### config.mk
export PLATFORM = sky130hd
export DESIGN_NAME = approx_err_monitor
export DESIGN_NICKNAME = d
export VERILOG_FILES = /design/src/rtl/approx_mon_pkg.sv /design/src/rtl/approx_ed_calc.sv /design/src/rtl/approx_err_monitor.sv
export SDC_FILE = /design/constraint.sdc
export NUM_CORES = 1
export LEC_CHECK = 0
export CORE_ASPECT_RATIO = 1.75
export CORE_MARGIN = 2
export CORE_UTILIZATION = 60
export CTS_CLUSTER_DIAMETER = 120
export DETAILED_ROUTE_END_ITERATION = 8
export PLACE_DENSITY = 0.93
export SLEW_MARGIN = 10
export SYNTH_ARGS = -nofsm -noshare
export SYNTH_HDL_FRONTEND = slang
export SYNTH_HIERARCHICAL = 1
export SYNTH_SLANG_ARGS = --single-unit
### constraint.sdc
create_clock -name clk -period 7 [get_ports clk]
set_input_delay 1.4 -clock clk [delete_from_list [all_inputs] [get_ports clk]]
set_output_delay 1.4 -clock clk [all_outputs]
set_load 0.02 [all_outputs]
### src/rtl/approx_mon_pkg.sv
// Shared types and width helpers for the approximate-adder error monitor.
package approx_mon_pkg;

  // Monitor control states.
  typedef enum logic [1:0] {
    IDLE   = 2'd0,
    ACCUM  = 2'd1,
    DRAIN  = 2'd2,
    REPORT = 2'd3
  } state_t;

  // Default operand width of the adders under characterisation.
  localparam int DEF_WIDTH = 16;

  // Number of index bits needed to count one window of samples.
  function automatic int lw_of(input int window);
    return $clog2(window);
  endfunction

  // Error distance is one bit wider than the operands (carry-out included).
  function automatic int ed_width(input int width);
    return width + 1;
  endfunction

  localparam int ED_W = ed_width(DEF_WIDTH);

endpackage

### src/rtl/approx_ed_calc.sv
// Combinational exact-sum and absolute error distance between the exact
// and approximate adder results.
module approx_ed_calc #(
  parameter int WIDTH = 16
) (
  input  logic [WIDTH-1:0] a,
  input  logic [WIDTH-1:0] b,
  input  logic [WIDTH:0]   approx,
  output logic [WIDTH:0]   ed
);

  logic [WIDTH:0] exact;

  // Exact sum with carry-out, then unsigned |exact - approx|.
  // NOTE: every combinational output is assigned on every path, so no latch is inferred.
  always_comb begin
    exact = {1'b0, a} + {1'b0, b};
    ed    = (exact >= approx) ? (exact - approx) : (approx - exact);
  end

endmodule

### src/rtl/approx_err_monitor.sv
// Windowed error-metric collector for approximate adders: per-sample error
// distance, then ED sum, MAE, WCE and error count reported every WINDOW
// samples over a valid/ready handshake.
module approx_err_monitor
  import approx_mon_pkg::*;
#(
  parameter int WIDTH  = DEF_WIDTH,
  parameter int WINDOW = 256,
  localparam int LW    = lw_of(WINDOW),
  localparam int EDW   = ed_width(WIDTH),
  localparam int SW    = EDW + LW
) (
  input  logic             clk,
  input  logic             rst_n,
  input  logic             clear,
  input  logic             in_valid,
  output logic             in_ready,
  input  logic [WIDTH-1:0] in_a,
  input  logic [WIDTH-1:0] in_b,
  input  logic [WIDTH:0]   in_approx,
  output logic             out_valid,
  input  logic             out_ready,
  output logic [SW-1:0]    out_sum_ed,
  output logic [EDW-1:0]   out_mae,
  output logic [EDW-1:0]   out_wce,
  output logic [LW:0]      out_err_cnt
);

  state_t          state, state_n;
  logic [LW-1:0]   cnt;
  logic            ed_valid;
  logic [EDW-1:0]  ed_q;
  logic [EDW-1:0]  ed;
  logic            accept;
  logic            handshake;
  logic            last;

  assign in_ready  = (state == ACCUM);
  assign out_valid = (state == REPORT);
  assign accept    = in_valid & in_ready;
  assign handshake = out_valid & out_ready;
  assign last      = (cnt == LW'(WINDOW - 1));
  assign out_mae   = out_sum_ed[SW-1:LW];

  approx_ed_calc #(.WIDTH(WIDTH)) u_ed (
    .a      (in_a),
    .b      (in_b),
    .approx (in_approx),
    .ed     (ed)
  );

  // State register.
  // NOTE: sequential state uses non-blocking assignments so every register samples pre-edge values.
  always_ff @(posedge clk or negedge rst_n) begin
    if (!rst_n) state <= IDLE;
    else        state <= state_n;
  end

  // Next-state decode; clear overrides everything, including a report handshake.
  always_comb begin
    state_n = state;
    case (state)
      IDLE:    state_n = ACCUM;
      ACCUM:   if (accept && last) state_n = DRAIN;
      DRAIN:   state_n = REPORT;
      REPORT:  if (out_ready) state_n = ACCUM;
      default: state_n = IDLE;
    endcase
    if (clear) state_n = ACCUM;
  end

  // Sample counter; wraps to zero on the last sample of a window.
  always_ff @(posedge clk or negedge rst_n) begin
    if (!rst_n)      cnt <= '0;
    else if (clear)  cnt <= '0;
    else if (accept) cnt <= cnt + 1'b1;
  end

  // Stage 1: register the error distance of each accepted sample.
  always_ff @(posedge clk or negedge rst_n) begin
    if (!rst_n) begin
      ed_valid <= 1'b0;
      ed_q     <= '0;
    end else if (clear) begin
      ed_valid <= 1'b0;
      ed_q     <= '0;
    end else begin
      ed_valid <= accept;
      if (accept) ed_q <= ed;
    end
  end

  // Stage 2: accumulate; registers double as the report outputs and are
  // zeroed when the report is taken or the window is aborted.
  always_ff @(posedge clk or negedge rst_n) begin
    if (!rst_n) begin
      out_sum_ed  <= '0;
      out_wce     <= '0;
      out_err_cnt <= '0;
    end else if (clear || handshake) begin
      out_sum_ed  <= '0;
      out_wce     <= '0;
      out_err_cnt <= '0;
    end else if (ed_valid) begin
      out_sum_ed  <= out_sum_ed + SW'(ed_q);
      if (ed_q > out_wce) out_wce <= ed_q;
      if (ed_q != '0)     out_err_cnt <= out_err_cnt + 1'b1;
    end
  end

endmodule

==> results.sh, run 1 <==
export IMPL_status="finished clean"
export IMPL_synth_area_leader_cell="dfrtp_1"
export IMPL_core_area_mm2=0.0124
export IMPL_synth_ff_type="dfrtp_1"
export IMPL_postCtsSetupBuffers=0
export IMPL_grt_setup_unrepaired="no"
export IMPL_clock_sinks=79
export IMPL_rows=54
export IMPL_grt_pass1_vias=6996
export IMPL_clk_path_buf_depth=2
export IMPL_synthesis_instances=903
export IMPL_dr_pass1_iters=7
export IMPL_antenna_found_initial=0
export IMPL_fmax_mhz=170
export IMPL_dieWidth_um=88.7
export IMPL_critPathArrivalTime_ns=6.13
export IMPL_multiInputGateArea_mm2=0.00493
export IMPL_antenna_left=0
export IMPL_grt_met2_usage_pct=51.8
export IMPL_maxSlewViolCount=0
export IMPL_crit_path_cell_trace="clkdlybuf4s50_1 -> ha_1 -> fa_1 -> a21o_1 -> a21oi_1 -> o21ai_1 -> a211o_1 -> a31o_1 -> a21oi_1 -> xnor2_1 -> ha_1 -> and2_4 -> nand3_2 -> nor4_1 -> a211oi_1 -> a21bo_1 -> buf_4 -> mux2i_1 -> xnor2_1 -> nand2_1 -> a21oi_1"
export IMPL_portBuffers=123
export IMPL_grtUsageMet3_pct=4.28
export IMPL_period_share_pct=84.2
export IMPL_grt_start_max_net_pins=80
export IMPL_hp_start="cnt[1]"
export IMPL_setup_viol=0
export IMPL_min_to="cnt[1]"
export IMPL_dpl_worst_slack_ns=0.803
export IMPL_hold_path_class="register to register"
export IMPL_avgSynthCellArea_um2=8.35
export IMPL_post_cts_resized=0
export IMPL_place_congestion=0.928
export IMPL_worstHoldPathCells=2
export IMPL_cts_hold_buf=0
export IMPL_dp_hpwl_um=14200
export IMPL_crit_path_top_delay_cell="ha_1"
export IMPL_maxCapViolCount=0
export IMPL_drc=0
export IMPL_wl_per_cell_um=16.6
export IMPL_slew_headroom_pct=23.2
export IMPL_ir_drop_mv=0.128
export IMPL_syn2layout_area_growth_pct=18.4
export IMPL_gr_usage_met1_pct=31.1
export IMPL_start_util_pct=61.0
export IMPL_critPathRequiredTime_ns=7.23
export IMPL_finalHoldViolations=0
export IMPL_die_area_mm2=0.0135
export IMPL_synth_warnings=6
export IMPL_drt_iter0_markers=454
export IMPL_die_height_um=152
export IMPL_p_leak_nw=4.00
export IMPL_cts_inserted_buffers=9
export IMPL_async_reset_ff_share_pct=100
export IMPL_setup_slack_ns=1.11
export IMPL_synth_edf_count=0
export IMPL_critPathKind="input port to register"
export IMPL_yosysSeqAreaShare_pct=26.2
export IMPL_reg2reg_from="ed_q[0]"
export IMPL_grt_pass1_wl_um=31600
export IMPL_dp_cells=1141
export IMPL_tightest_slew_ns=1.15
export IMPL_grt_total_usage_pct=28.9
export IMPL_viasPerCell=6.19
export IMPL_slowest_delay_ns=0.44
export IMPL_p_per_area_mw_per_mm2=244
export IMPL_share_clk_of_total_power_pct=21.8
export IMPL_layout_drive_gt1_share_pct=4.76
export IMPL_htree_num_levels=3
export IMPL_instances_no_fill=1156
export IMPL_worstSetupEndpointType="register"
export IMPL_synth_seq_cells=79
export IMPL_rrSetupSlack_ns=4.14
export IMPL_switching_power_w=0.000920
export IMPL_critPathMaxFanout=16
export IMPL_nets=1130
export IMPL_r2r_end="out_sum_ed[22]"
export IMPL_clockRootBuffer="clkbuf_16"
export IMPL_cp_start_kind="input port"
export IMPL_synth_cell_types=77
export IMPL_cp_common_cell="a21oi_1"
export IMPL_clkTransAtPathRegs_ns=0.06
export IMPL_yosysTopAreaCellShare_pct=26.2
export IMPL_num_antenna_cells=0
export IMPL_finalSetupTns_ns=0
export IMPL_netSwitchingFraction_pct=42.2
export IMPL_synth_area_mm2=0.00754
export IMPL_vias=7158
export IMPL_p_int_w=0.00126
export IMPL_num_io_pins=124
export IMPL_whs_ns=0.557
export IMPL_synth_area_leaders="dfrtp_1 26%, ha_1 15%, a21oi_1 6.0%, nand2_1 3.9%, a21o_1 3.6%"
export IMPL_period_needed_ns=5.89
export IMPL_grt_overflow_total=0
export IMPL_drt_total_wl_um=19200
export IMPL_syn_nets=1049
export IMPL_reg2reg_depth=9
export IMPL_nFillCells=898
export IMPL_busiest_layer="met2"
export IMPL_ff_latch_area_mm2=0.00198
export IMPL_clk_latency_ns=0.35
export IMPL_seq_power_share_pct=28.0
export IMPL_cts_tree="built"
export IMPL_power_frac_comb_pct=50.2
export IMPL_finClkSkew_ns=0.00940
-- synthesized netlist by cell type, types with 18 or more instances --
cell type and count:
a21o_1 36, a21oi_1 90, buf_4 23, dfrtp_1 79
ha_1 88, inv_1 67, mux2i_1 22, nand2_1 79
nand3_1 49, nor2_1 58, o21ai_0 30, o31ai_1 18
xnor2_1 27, xor2_1 22
-- critical path: cells and delay by family --
family | cells | cell delay [ns]
AO/OA/AOI/OAI | 9 | 1.79
adder cells (fa/ha/maj) | 3 | 1.06
AND/OR/NAND/NOR | 4 | 0.69
buffers and inverters | 2 | 0.68
multiplexers | 1 | 0.26
XOR/XNOR | 2 | 0.24
-- stage by stage --
| stage | power [W] | instance area (um^2) | utilization, % |
|---|---|---|---|
| 2_1_floorplan | 0.00141 | 7540 | - |
| 3_5_place_dp | 0.00168 | 8630 | 69.8 |
| 3_3_place_gp | 0.00164 | 8630 | 69.8 |
| 4_1_cts | 0.00216 | 8930 | 72.2 |
| 5_1_grt | 0.00232 | 8930 | 72.2 |
| 6_report | 0.00218 | 8930 | 72.2 |
-- flip-flops by register name, indices dropped and copies added, names as in the netlist --
name / count
out_sum_ed: 25
ed_valid: 1
state: 2
out_wce: 17
cnt: 8
ed_q: 17
out_err_cnt: 9
-- worst max path at each step --
stage                  from       end  slack [ns]
floorplan           in_a[0]  ed_q[14]        1.71
global placement    in_a[0]  ed_q[14]        0.96
detailed placement  in_a[0]   ed_q[8]        0.80
CTS                 in_a[0]  ed_q[15]        1.14
global route        in_a[0]   ed_q[8]        0.79
finish              in_a[0]  ed_q[15]        1.11
-- routing by layer --
metal | vias to the layer above | part of all wire [%]
met5 | - | 0
li1 | 3381 | -
met2 | 304 | 53
met1 | 3383 | 36
met3 | 90 | 5.5
met4 | 0 | 5.4
-- power by group through the flow --
stage	registers, W	logic, W	clock network [W]
3_3_place_gp	0.000609	0.00103	0
2_1_floorplan	0.000596	0.000815	0
4_1_cts	0.000606	0.00108	0.000479
6_report	0.000611	0.00109	0.000476
3_5_place_dp	0.000611	0.00107	0
5_1_grt	0.000614	0.00121	0.000497
-- cell usage in the layout, fill, tap and decap left out, types with 3 or more instances in the layout --
master and count:
or2_2 3, xnor2_1 27, and3_2 3, a21oi_1 89, buf_4 5, o211ai_1 6
nor2b_1 10, nand3_1 49, a21o_1 36, dfrtp_1 79, clkbuf_16 9, nor4_1 4
o21bai_1 5, nand2b_1 6, a211o_1 3, o21a_1 10, or3b_2 3, a2111o_1 3
xor2_1 22, o21ai_0 30, and2_1 7, and3_1 9, nand3b_1 4, o31ai_1 18
inv_1 67, nor3_1 15, nand2_1 79, fa_1 4, mux2i_1 22, o21ai_1 4
o2111ai_1 6, a211oi_1 10, ha_1 88, a31oi_1 7, clkdlybuf4s50_1 122, clkinv_2 3
nand4_1 14, nor2_1 58
-- logic make-up (layout without fill, tap and decap cells) --
| family | count (synthesis) | count (layout) | synth area share [%] |
|---|---|---|---|
| buffers and inverters | 124 | 209 | 8.59 |
| multiplexers | 25 | 25 | 3.37 |
| AND/OR/NAND/NOR | 276 | 276 | 17.8 |
| AO/OA/AOI/OAI | 258 | 258 | 22.7 |
| adder cells (fa/ha/maj) | 92 | 92 | 15.7 |
| XOR/XNOR | 49 | 49 | 5.69 |
| flip-flops | 79 | 79 | 26.2 |
-- cell type report --
type | instances | share of cell area, %
clock buffers | 11 | 2.83
clock inverters | 4 | 0.504
inverters | 67 | 2.82
multi-input cells | 700 | 55.3
flip-flops and latches | 79 | 22.1
well taps | 168 | 2.35
repair buffers | 127 | 14.1
No activity file was read; power rests on OpenSTA's default activity.
==> inputs of run 2 (changes only) <==
CORE_UTILIZATION = 50   (was 60)
PLACE_DENSITY = 0.84   (was 0.93)
clock period = 5.2 ns   (was 7 ns; I/O delays follow)
==> run 2 against run 1 <==
First-iteration DRC count rose by 18%. Cell count rose by 4.6%. Global-route usage is 4.6 points lower. Clock skew shrank 0.0028 ns. Total power is 37% higher. Sequential power up 33%. Sequential share of layout area is 0.80 points lower. Sequential cell count is the same. Core utilization decreased by 9.8 points. Register-to-register slack got worse by 1.8 ns. Largest cell class unchanged. Highest routed layer unchanged.
==> results.sh, run 2 (synthesized netlist as in run 1, its figures left out) <==
export IMPL_die_height_um=166
export IMPL_critPathArrivalTime_ns=5.31
export IMPL_nets=1167
export IMPL_critPathMaxFanout=16
export IMPL_grt_start_max_net_pins=80
export IMPL_maxUsedRoutingLayer="met4"
export IMPL_hp_start="cnt[7]"
export IMPL_clk_path_buf_depth=2
export IMPL_m1WireLength_um=6930
export IMPL_antenna_left=0
export IMPL_rows=59
export IMPL_maxCapViolCount=0
export IMPL_crit_path_cell_trace="clkdlybuf4s50_1 -> ha_1 -> fa_1 -> a21o_1 -> a21oi_4 -> o21ai_1 -> and2_2 -> a2111oi_4 -> nor3_2 -> xor2_1 -> ha_1 -> a21o_1 -> a21o_1 -> a211oi_1 -> a21bo_1 -> buf_12 -> mux2i_1 -> xnor2_1 -> nand2_1 -> a21oi_2"
export IMPL_syn2layout_area_growth_pct=22.8
export IMPL_clock_sinks=79
export IMPL_reg_top3="out_sum_ed (25), ed_q (17), out_wce (17)"
export IMPL_maxSlewViolCount=0
export IMPL_nFillCells=1231
export IMPL_final_common_cell="clkdlybuf4s50_1"
export IMPL_fin_util_pct=62.4
export IMPL_vias=7204
export IMPL_setup_slack_ns=0.155
export IMPL_drc=0
export IMPL_worstSetupEndpointType="register"
export IMPL_period_share_pct=97.0
export IMPL_met2_length_um=11100
export IMPL_fmax_mhz=198
export IMPL_clockRootBuffer="clkbuf_16"
export IMPL_slowest_delay_ns=0.40
export IMPL_drt_iter0_markers=535
export IMPL_htree_num_levels=3
export IMPL_power_w=0.00299
export IMPL_layout_drive_gt1_share_pct=9.06
export IMPL_layout_common_cells="122 x clkdlybuf4s50_1, 88 x ha_1, 85 x a21oi_1, 79 x nand2_1, 79 x dfrtp_1"
export IMPL_antenna_found_initial=0
export IMPL_grt_pass1_wl_um=32600
export IMPL_clkTransAtPathRegs_ns=0.06
export IMPL_finClkSkew_ns=0.00663
export IMPL_p_leak_nw=4.16
export IMPL_crit_path_top_delay_cell="clkdlybuf4s50_1"
export IMPL_met3_wirelength_um=718
export IMPL_wl_per_cell_um=16.4
export IMPL_num_antenna_cells=0
export IMPL_clk_latency_ns=0.34
export IMPL_cts_tree="built"
export IMPL_ir_drop_mv=0.197
export IMPL_dp_hpwl_um=15600
export IMPL_slew_headroom_pct=31.3
export IMPL_num_io_pins=124
export IMPL_cts_inserted_buffers=9
export IMPL_critPathRequiredTime_ns=5.46
export IMPL_cp_common_cell="a21o_1"
export IMPL_largest_register_ffs=25
export IMPL_p_per_area_mw_per_mm2=323
export IMPL_grt_overflow_total=0
export IMPL_start_util_pct=50.8
export IMPL_portBuffers=123
export IMPL_die_area_mm2=0.0161
export IMPL_regMostFlops="out_sum_ed"
export IMPL_cp_start_kind="input port"
export IMPL_drt_total_wl_um=19800
export IMPL_critPathKind="input port to register"
export IMPL_grt_pass1_vias=7146
export IMPL_dpl_worst_slack_ns=-0.411
export IMPL_place_congestion=0.943
export IMPL_grt_total_usage_pct=24.2
export IMPL_reg2reg_from="ed_q[0]"
export IMPL_viasPerCell=5.96
export IMPL_cp_startpoint="in_a[0]"
export IMPL_finalHoldViolations=0
export IMPL_tightest_slew_ns=1.03
export IMPL_setup_viol=0
export IMPL_dieWidth_um=96.8
export IMPL_cts_hold_buf=0
export IMPL_status="finished clean"
export IMPL_core_area_mm2=0.0148
export IMPL_hold_path_class="register to register"
export IMPL_period_needed_ns=5.04
export IMPL_dr_pass1_iters=5
[run 2: cell count changes in the layout (fill, tap and decap cells not counted), sizes merged]
cell      change
bufinv        -1
clkinvlp      +3
buf          +37
clkbuf        -1
[run 2: power breakdown]
part           internal [W]  switching [W]
sequential         0.000690       0.000121
clock              0.000321       0.000262
combinational      0.000699       0.000898
total               0.00171        0.00128
[run 2: critical path, delay by kind of cell]
kind                     cells  cell delay, ns
XOR/XNOR                     2            0.30
buffers and inverters        2            0.56
adder cells (fa/ha/maj)      3            0.94
AND/OR/NAND/NOR              3            0.42
AO/OA/AOI/OAI                9            1.82
multiplexers                 1            0.19
[run 2: routing by layer]
| metal | track usage, % | vias to the layer above |
|---|---|---|
| met5 | 0 | - |
| met4 | 14.8 | 0 |
| met3 | 2.77 | 75 |
| met2 | 48.0 | 214 |
| met1 | 23.1 | 3456 |
| li1 | - | 3459 |
[run 2: what timing repair did]
action | CTS | global route
gates cloned | 0 | 0
buffers inserted | 0 | 1
pin swaps | 0 | 2
hold endpoints to repair | 0 | 0
gates resized for setup | 3 | 9
setup endpoints to repair | 13 | 16
[run 2: layout make-up]
class | instances | area (um^2) | area share (%)
clock buffers | 10 | 229 | 2.47
clock inverters | 6 | 37.5 | 0.405
inverters | 67 | 251 | 2.71
multi-input cells | 700 | 4990 | 53.9
flip-flops and latches | 79 | 1980 | 21.3
well taps | 183 | 229 | 2.47
repair buffers | 164 | 1550 | 16.7
[run 2: path summary, 6_finish.rpt]
kind / to / slack (ns) / depth (start not counted)
worst max-delay path: ed_q[2] / 0.16 / 20
worst min-delay path: cnt[7] / 0.55 / 2
worst max register to register: out_sum_ed[22] / 2.33 / 9
worst min register to register: cnt[7] / 0.55 / 2
max in group asynchronous: out_wce[7] / 3.65 / 1
min in group asynchronous: out_sum_ed[22] / 0.83 / 1
[run 2: through the flow]
step                hold slack (ns)  instances  setup TNS, ns  area, um^2
detailed placement            0.535       1192          -5.93        8930
global placement              0.529       1192          -3.84        8930
global route                  0.563       1209        -0.0839        9260
floorplan                     0.504        903              0        7540
finish                        0.548       1209              0        9260
CTS                           0.553       1208              0        9210
==> inputs of run 3 (changes only) <==
CORE_UTILIZATION = 40   (was 50)
PLACE_DENSITY = 0.7   (was 0.84)
TNS_END_PERCENT = 20   (was unset)
==> run 3 against run 2 <==
Worst setup slack improved by 0.0032 ns. Register-to-register slack improved by 0.04 ns. Wire length fell by 1.2%. Via count fell by 2.8%. Final area is 1.5% higher. Non-clock buffer count did not move. Maximum frequency about the same. Combinational power hardly changed. Sequential power up 1%.
==> results.sh, run 3 (synthesized netlist as in run 1, its figures left out) <==
export IMPL_ir_drop_mv=0.192
export IMPL_layout_common_cells="122 x clkdlybuf4s50_1, 88 x ha_1, 84 x a21oi_1, 79 x nand2_1, 79 x dfrtp_1"
export IMPL_setup_viol=0
export IMPL_final_common_cell="clkdlybuf4s50_1"
export IMPL_critPathKind="input port to register"
export IMPL_worstHoldPathCells=2
export IMPL_clockRootBuffer="clkbuf_16"
export IMPL_grt_total_usage_pct=20.1
export IMPL_crit_buf_inv=2
export IMPL_slew_headroom_pct=32.4
export IMPL_dp_cells=1248
export IMPL_cp_common_cell="a21o_1"
export IMPL_dp_hpwl_um=15300
export IMPL_switching_power_w=0.00126
export IMPL_die_area_mm2=0.0200
export IMPL_clock_sinks=79
export IMPL_finalSetupTns_ns=0
export IMPL_clk_latency_ns=0.34
export IMPL_maxUsedRoutingLayer="met4"
export IMPL_drt_iter0_markers=327
export IMPL_viasPerCell=5.54
export IMPL_antenna_left=0
export IMPL_maxCapViolCount=0
export IMPL_clkTransAtPathRegs_ns=0.06
export IMPL_status="finished clean"
export IMPL_nFillCells=1795
export IMPL_place_congestion=0.923
export IMPL_reg_top3="out_sum_ed (25), ed_q (17), out_wce (17)"
export IMPL_hp_start="cnt[1]"
export IMPL_maxSlewViolCount=0
export IMPL_met2_length_um=10900
export IMPL_m1WireLength_um=7390
export IMPL_portBuffers=123
export IMPL_dr_pass1_iters=5
export IMPL_seq_power_share_pct=26.7
export IMPL_htree_num_levels=3
export IMPL_cp_start_kind="input port"
export IMPL_critPathMaxFanout=16
export IMPL_cts_tree="built"
export IMPL_rrSetupSlack_ns=2.37
export IMPL_crit_path_top_delay_cell="clkdlybuf4s50_1"
export IMPL_grt_pass1_wl_um=32600
export IMPL_share_clk_of_total_power_pct=22.4
export IMPL_crit_path_cell_trace="clkdlybuf4s50_1 -> ha_1 -> fa_1 -> a21o_1 -> a21oi_2 -> o21ai_1 -> and2_2 -> a2111oi_4 -> nor3_2 -> xor2_1 -> ha_1 -> a21o_1 -> a21o_1 -> a211oi_1 -> a21bo_2 -> buf_12 -> mux2i_2 -> xor2_1 -> nand2_1 -> a21oi_2"
export IMPL_cts_hold_buf=0
export IMPL_p_int_w=0.00183
export IMPL_netSwitchingFraction_pct=40.7
export IMPL_clk_path_buf_depth=2
export IMPL_rows=66
export IMPL_core_area_mm2=0.0185
export IMPL_nets=1167
export IMPL_power_frac_comb_pct=51.0
export IMPL_finClkSkew_ns=0.00885
export IMPL_grt_pass1_vias=6873
export IMPL_postCtsSetupBuffers=0
export IMPL_finalHoldViolations=0
export IMPL_cpLargestDelayFamily="compound AO/OA/AOI/OAI gates"
export IMPL_dieWidth_um=108
export IMPL_grt_setup_unrepaired="yes"
export IMPL_instances_no_fill=1264
export IMPL_worstSetupEndpointType="register"
export IMPL_reg2reg_from="ed_q[0]"
export IMPL_met3_wirelength_um=668
export IMPL_largest_register_ffs=25
export IMPL_syn2layout_area_growth_pct=24.7
export IMPL_grt_start_max_net_pins=80
export IMPL_drc=0
export IMPL_period_share_pct=97.0
export IMPL_antenna_found_initial=0
export IMPL_start_util_pct=40.8
export IMPL_grt_overflow_total=0
export IMPL_min_to="cnt[1]"
export IMPL_num_io_pins=124
export IMPL_p_leak_nw=4.18
export IMPL_p_per_area_mw_per_mm2=328
export IMPL_drt_total_wl_um=19500
export IMPL_cts_inserted_buffers=9
export IMPL_slowest_delay_ns=0.40
export IMPL_fmax_mhz=198
export IMPL_die_height_um=186
export IMPL_regMostFlops="out_sum_ed"
export IMPL_hold_path_class="register to register"
export IMPL_period_needed_ns=5.04
export IMPL_layout_drive_gt1_share_pct=9.55
export IMPL_critPathArrivalTime_ns=5.30
export IMPL_num_antenna_cells=0
export IMPL_tightest_slew_ns=1.01
export IMPL_critPathRequiredTime_ns=5.46
export IMPL_reg2reg_depth=9
export IMPL_r2r_end="out_sum_ed[22]"
export IMPL_vias=7001
export IMPL_wl_per_cell_um=15.5
run 3: worst min-delay path, delay by kind of cell (launching register included):
kind	cells	cell delay, ns
flip-flops	1	0.39
AND/OR/NAND/NOR	1	0.06
AO/OA/AOI/OAI	1	0.05
run 3: layer usage:
| layer | global-route usage, % | vias to the layer above |
|---|---|---|
| met1 | 21.4 | 3350 |
| met3 | 2.00 | 33 |
| met2 | 39.4 | 168 |
| met4 | 8.51 | 0 |
| met5 | 0 | - |
| li1 | - | 3450 |
run 3: area by class of cell:
cell class | count | area, um^2 | area share [%]
Inverter | 67 | 251 | 2.67
Clock inverter | 5 | 81.3 | 0.865
Sequential cell | 79 | 1980 | 21.0
Multi-Input combinational cell | 700 | 5000 | 53.2
Timing Repair Buffer | 164 | 1550 | 16.5
Tap cell | 238 | 298 | 3.17
Clock buffer | 11 | 243 | 2.58
run 3: power groups by stage:
stage | sequential [W] | clock (W) | combinational (W)
after global placement | 0.000832 | 0 | 0.00151
after global routing | 0.000832 | 0.000729 | 0.00175
after floorplan | 0.000803 | 0 | 0.00110
after detailed placement | 0.000833 | 0 | 0.00154
final | 0.000822 | 0.000690 | 0.00157
after CTS | 0.000822 | 0.000703 | 0.00155
run 3: repair_timing:
action,in CTS,in global routing
setup endpoints to repair,10,16
cloned,0,0
gates resized for setup,2,15
pin swaps,0,1
run 3: through the flow:
stage,util (%),setup slack [ns],area (um^2),power (W),hold slack (ns)
CTS,50.5,0.0871,9340,0.00307,0.546
floorplan,-,0.270,7540,0.00190,0.504
global route,50.8,-0.00134,9400,0.00331,0.574
global placement,48.7,-0.196,9010,0.00234,0.527
detailed placement,48.7,-0.403,9010,0.00237,0.538
finish,50.8,0.159,9400,0.00308,0.544
run 3: worst max path at each step:
| stage | from | end | cells past startpoint |
|---|---|---|---|
| floorplan | in_a[0] | ed_q[14] | 21 |
| global placement | in_a[0] | ed_q[3] | 20 |
| detailed placement | in_a[0] | ed_q[12] | 20 |
| CTS | in_a[0] | ed_q[4] | 20 |
| global route | in_a[0] | ed_q[4] | 20 |
| finish | in_a[0] | ed_q[4] | 20 |
